$ cat src/rtl/read_flash_controller.sv
// Single-word Avalon-MM read master for the on-board flash (burst count 1).
// Define READ_FLASH_TIMEOUT_EN to abort stalled transactions after TIMEOUT_CYCLES and flag `error`.
module read_flash_controller #(
    parameter int unsigned TIMEOUT_CYCLES = 255
) (
    input  logic        clk,
    input  logic        RST,
    output logic        flash_mem_write,
    output logic [6:0]  flash_mem_burstcount,
    input  logic        flash_mem_waitrequest,
    output logic        flash_mem_read,
    output logic [22:0] flash_mem_address,
    output logic [31:0] flash_mem_writedata,
    input  logic [31:0] flash_mem_readdata,
    input  logic        flash_mem_readdatavalid,
    output logic [3:0]  flash_mem_byteenable,
    input  logic [22:0] MEM_ADDR,
    output logic [31:0] DATA,
    input  logic        read,
    output logic        busy,
    output logic        error
);

    typedef enum logic [7:0] {
        IDLE                = 8'h00,
        SEND_READ_REQUEST_0 = 8'h01,
        SEND_READ_REQUEST_1 = 8'h02,
        WAIT_VALID_READ_0   = 8'h03,
        VALID_READ_SAVE     = 8'h04
    } state_t;

    state_t     state;
    logic [7:0] state_code;
    logic       abort;

    assign state_code = state;

    assign flash_mem_write      = 1'b0;
    assign flash_mem_burstcount = 7'd1;
    assign flash_mem_writedata  = '0;
    assign flash_mem_byteenable = 4'hF;

`ifdef READ_FLASH_TIMEOUT_EN
    localparam int unsigned CNT_W = $clog2(TIMEOUT_CYCLES + 1);

    logic [CNT_W-1:0] timeout_cnt;
    logic             in_wait;

    assign in_wait = (state == SEND_READ_REQUEST_0) || (state == WAIT_VALID_READ_0);
    assign abort   = in_wait && (timeout_cnt == CNT_W'(TIMEOUT_CYCLES - 1));

    // Counts cycles spent in either stall state; restarts whenever the FSM leaves them.
    always_ff @(posedge clk) begin
        if (!RST || !in_wait || abort) begin
            timeout_cnt <= '0;
        end else begin
            timeout_cnt <= timeout_cnt + CNT_W'(1);
        end
    end
`else
    assign abort = 1'b0;
`endif

    // NOTE: sequential state uses non-blocking (<=) so every register samples pre-edge values.
    always_ff @(posedge clk) begin
        if (!RST) begin
            state             <= IDLE;
            DATA              <= '0;
            flash_mem_read    <= 1'b0;
            flash_mem_address <= '0;
            busy              <= 1'b0;
            error             <= 1'b0;
        end else begin
            case (state)
                IDLE: begin
                    if (read) begin
                        flash_mem_address <= MEM_ADDR;
                        flash_mem_read    <= 1'b1;
                        busy              <= 1'b1;
                        error             <= 1'b0;
                        state             <= SEND_READ_REQUEST_0;
                    end
                end
                SEND_READ_REQUEST_0: begin
                    if (abort) begin
                        flash_mem_read <= 1'b0;
                        busy           <= 1'b0;
                        error          <= 1'b1;
                        state          <= IDLE;
                    end else if (!flash_mem_waitrequest) begin
                        flash_mem_read <= 1'b0;
                        state          <= SEND_READ_REQUEST_1;
                    end
                end
                SEND_READ_REQUEST_1: begin
                    if (flash_mem_readdatavalid) begin
                        DATA  <= flash_mem_readdata;
                        state <= VALID_READ_SAVE;
                    end else begin
                        state <= WAIT_VALID_READ_0;
                    end
                end
                WAIT_VALID_READ_0: begin
                    if (abort) begin
                        busy  <= 1'b0;
                        error <= 1'b1;
                        state <= IDLE;
                    end else if (flash_mem_readdatavalid) begin
                        DATA  <= flash_mem_readdata;
                        state <= VALID_READ_SAVE;
                    end
                end
                VALID_READ_SAVE: begin
                    busy  <= 1'b0;
                    state <= IDLE;
                end
                default: begin
                    flash_mem_read <= 1'b0;
                    busy           <= 1'b0;
                    state          <= IDLE;
                end
            endcase
        end
    end

endmodule

$ cat config.mk
export PLATFORM = sky130hd
export DESIGN_NAME = read_flash_controller
export DESIGN_NICKNAME = d
export VERILOG_FILES = /design/src/rtl/read_flash_controller.sv
export SDC_FILE = /design/constraint.sdc
export NUM_CORES = 1
export LEC_CHECK = 0
export CAP_MARGIN = 10
export CORE_MARGIN = 2
export CORE_UTILIZATION = 37
export DETAILED_ROUTE_END_ITERATION = 6
export PLACE_DENSITY = 0.8
export SLEW_MARGIN = 0
export SYNTH_ARGS = -nofsm -noshare
export SYNTH_HDL_FRONTEND = slang
export SYNTH_SLANG_ARGS = --single-unit
$ cat constraint.sdc
create_clock -name clk -period 1.7 [get_ports clk]
set_clock_uncertainty 0.2 [all_clocks]
set_input_delay 0.17 -clock clk [delete_from_list [all_inputs] [get_ports clk]]
set_output_delay 0.17 -clock clk [all_outputs]
set_load 0.02 [all_outputs]
-- Word-level counts from Yosys, hierarchy flattened
Cells that the tools add are included.
- divide/modulo/power cells: 0
- equality and inequality tests: 7
- shifts and indexed selects: 0
- $lt $le $gt $ge: 0
- multipliers: 0
- multiplexer cells: 9
- bitwise logic cells: 2
- reduce and logical (&&, ||, !) cells: 9
- add/sub/neg operators: 0
- operators by type and width (operator ; number):
    case mux 8 bit (4 select lines) ; 1
    two-way mux 8 bit ; 3
    == test 8 x 2 -> 1 bit, second input constant ; 2
    == test 8 x 1 -> 1 bit, second input constant ; 1
    == test 8 x 3 -> 1 bit, second input constant ; 1
    zero test 8 bit ; 1
    != test 2 bit, second input constant ; 3
    AND reduction 2 bit ; 3
    AND reduction 3 bit ; 2
    OR reduction 3 bit ; 2
    two-way mux 3 bit ; 1
    case mux 1 bit (3 select lines) ; 1
    two-way mux 1 bit ; 2
    NOT 1 bit ; 2
    case mux 1 bit (2 select lines) ; 1
    OR reduction 2 bit ; 1
- memories: 0
- RAM bits: 0
- memory bits (read-only): 0
- word-level logic and storage cells: 32
- bits in registers: 65
- latch bits: 0

-- Longest topological paths before layout
- depth after elaboration: 4
- mapped depth: 6

-- Worst setup path after synthesis
OpenSTA, ideal clock, no wires.
- kind: flip-flop to flip-flop
- start point: reg state[1]
- end point: reg flash_mem_address[10]
- arrival time: 1.074 ns
- cell stages (with the launch flop): 7
- slack: 0.352 ns
- data required time: 1.426 ns
- cell sequence: dfxtp_1 buf_6 nor4b_4 buf_6 buf_8 nand3_1 o21ai_0
- word-level cells in the longest chain between the ends: 2
- ends and longest elaborated chain (item ; RTL line ; source):
    start, declared ; 32 ; state_t state;
    start signal, assigned ; 67 ; state <= IDLE;
    start signal, assigned ; 81 ; state <= SEND_READ_REQUEST_0;
    start signal, assigned ; 89 ; state <= IDLE;
    zero test 8 bit ; 74 ; case (state)
    AND reduction 2 bit (no source line) ; - ;
    end signal, assigned ; 70 ; flash_mem_address <= '0;
    end signal, assigned ; 77 ; flash_mem_address <= MEM_ADDR;
    end, declared ; 12 ; output logic [22:0] flash_mem_address,
Every way passes these cells.
A chain may end at the register's enable or synchronous reset.

-- Worst setup path in the final report
- start point: reg flash_mem_address[1]
- end point: out flash_mem_address[1]
No word-level cell between the ends.

==> summary.md <==
| Metric | Value |
|---|---|
| Status | `finished clean` |
| CP cell instances | `clkdlybuf4s50_1` |
| CP required | `1330 ps` |
| DIE HEIGHT | `88.27 um` |
| P_leak | `1.784 nW` |
| Grt total ovfl | `0` |
| Post-synth ARST share | `0` |
| Maximum number of pins on one net before global-route repair | `51` |
| RePlAce Congestion | `0.7003` |
| Count of cell types in the netlist | `28` |
| Placed instance area | `3682 um^2` |
| Crit path depth | `1` |
| Resize count post-CTS | `1` |
| Number of global-route vias before repair | `2,097` |
| Leading post-synthesis cells by cell area | `dfxtp_1 46%, buf_4 14%, nand2_1 12%` |
| Root buffer cell | `clkbuf_8` |
| Post-DR wirelength/cell | `11.62 um` |
| H-tree Lvls | `3` |
| Max_cap viols | `0` |
| Worst-skew pair later-pin latency | `330 ps` |
| Buf/Inv on CP | `1` |
| Crit-path max FO | `2` |
| Layout cells sized above 1 | `0.05634` |
| WS Path Type | `reg -> out` |
| Slowest Stage Delay on Critical Path | `610 ps` |
| Seq cells post-synth | `60` |
| Vias/cell | `4.293` |
| Global-route wire length before repair | `9.384 mm` |
| Placed instance count | `507` |
| Worst R2R Path Depth | `4` |
| Final instance area | `3908 um^2` |
| Slew Limit Fails | `0` |
| Commonest cells post-synth | `87 x nand2_1, 60 x dfxtp_1, 50 x buf_4` |
| Period utilization | `0.9749` |
| Post-layout utilization of the core | `0.5720` |
| Register area share after synthesis | `0.4571` |
| Number of fill cells in the layout | `633` |
| Area delta synth->final | `48.71%` |
| Initial antenna violation count | `0` |
| Worst hold path endpoint | `busy$_SDFFE_PN0P_` |
| CP Capture Type | `output pin` |
| Finished Layout Cells | `522` |
| CP max stage cell | `clkdlybuf4s50_1` |
| DRC viols | `0` |
| ANT cells | `0` |
| Vias post-DR | `2,241` |
| Power Dens Cells | `828.4 nW/um^2` |
| Synth top area share | `0.4571` |
| TritonCTS clock tree | `built` |
| Cts bufs inserted | `9` |
| # rows | `30` |
| Max VDD drop | `0.0005760 V` |
| Drt total wl | `6.067 mm` |
| 1st-iter DRT viols | `46` |
| Post-CTS Setup Bufs | `0` |
| Core Region | `6832 um^2` |
| F_max | `0.6034 GHz` |
| Clk sinks | `60` |
| Period minus WS final | `1657 ps` |
| Max clock buf depth | `2` |
| I/O pin count | `162` |
| FF-to-FF setup slack | `200 ps` |
| Clk slew on worst S/H paths | `60 ps` |
| Synth warn | `0` |
| Port Buf Inserts | `116` |
| Die X-Extent | `88.27 um` |
| Worst Hold Launch | `RST` |
| FF-to-FF Start | `state[1]$_SDFFE_PN0P_` |
| Total GRT Usage | `0.1563` |
| Synth area leader | `dfxtp_1` |
| Crit start category | `flop` |
| Fin. Hold Viols | `0` |
| Fin nets | `482` |
| Cell count after synthesis | `312` |
| EDFF count, synth | `0` |
| First-pass detailed-route iteration total | `4` |
| Initial Utilization | `0.3846` |
| Post-route ant nets | `0` |
| Mapped Area | `2628 um^2` |
| WHS Path Cells | `3` |
| Worst EP arrival | `1290 ps` |
| Setup Total Neg Slack | `0 ps` |
| Top-count cell post-synth | `nand2_1` |
| RSZ-0062 raised after global routing | `false` |
| FF-to-FF End | `DATA[28]$_SDFFE_PN0P_` |
| Hold Buf Count CTS | `0` |
| Top_reg_cell synth | `dfxtp_1` |
| Final setup viols | `0` |
| DP Wirelength | `4.407 mm` |
| Syn avg cell area | `8.422 um^2` |
| Critical path's top delay family | `buffers and inverters` |
| Hold WC Path Type | `in -> reg` |
| Die Area | `7792 um^2` |
[report_power, final]
group | switching (mW) | internal, mW
clock | 0.536 | 0.594
combinational | 0.313 | 0.285
sequential | 0.0382 | 1.47
[placed cells by master, fill, tap and decap left out, drive strengths merged, types with 2 or more instances in the layout]
cell,count
clkdlybuf4s50,94
nand2,87
dfxtp,60
conb,45
a21boi,32
nand3,23
o21ai,23
dlymetal6s2s,20
clkbuf,11
buf,8
nor3b,3
nor2,2
a211oi,2
clkinvlp,2
clkinv,2
[how the worst max path moves through the flow]
stage,startpoint,end,slack (ps)
floorplan,state[1]$_SDFFE_PN0P_,flash_mem_address[10]$_SDFFE_PN0P_,350
global placement,read,flash_mem_address[4]$_SDFFE_PN0P_,40
detailed placement,read,flash_mem_address[5]$_SDFFE_PN0P_,30
CTS,DATA[22]$_SDFFE_PN0P_,DATA[22],10
global route,flash_mem_address[1]$_SDFFE_PN0P_,flash_mem_address[1],0.2
finish,flash_mem_address[1]$_SDFFE_PN0P_,flash_mem_address[1],40
[flip-flops by register name (all words and copies together), names as in the netlist]
signal and count:
flash_mem_address 23, DATA 32, state 3, busy 1, flash_mem_read 1
[worst reg2reg max path: stages, from the launching register on]
cell and delay [ps]:
dfxtp_1 520, and3b_1 290, buf_4 190, nand2_1 70, a21boi_0 160
[area by class of cell]
type	count	area (um^2)	area share
Sequential cell	60	1201	0.3074
Clock buffer	11	151.4	0.03874
Timing Repair Buffer	123	1308	0.3346
Tap cell	96	120.1	0.03074
Clock inverter	4	25.02	0.006404
Inverter	1	3.754	0.0009606
Multi-Input combinational cell	227	1099	0.2811
[layer usage]
metal  global-route usage  vias up  share of wire
met5                    0        -              0
li1                     -     1137              -
met4              0.03719        0         0.0082
met3              0.08302        5          0.097
met2               0.2775       94           0.51
met1               0.1632     1005           0.39
[cell families after synthesis]
family | share of synthesized area
compound gates | 0.1490
buf+inv | 0.1862
flops | 0.4571
other cells | 0.002858
simple gates | 0.2048
[per-stage QoR]
| step | setup WS (ps) | power [mW] | hold slack, ps |
|---|---|---|---|
| 2_1_floorplan | 351.7 | 1.942 | 69.60 |
| 3_3_place_gp | 37.22 | 2.138 | 237.2 |
| 3_5_place_dp | 25.12 | 2.147 | 247.5 |
| 4_1_cts | 13.92 | 3.294 | 92.40 |
| 5_1_grt | 0.2045 | 3.394 | 100.3 |
| 6_report | 42.75 | 3.237 | 94.23 |
(Power assumes the default switching activity.)
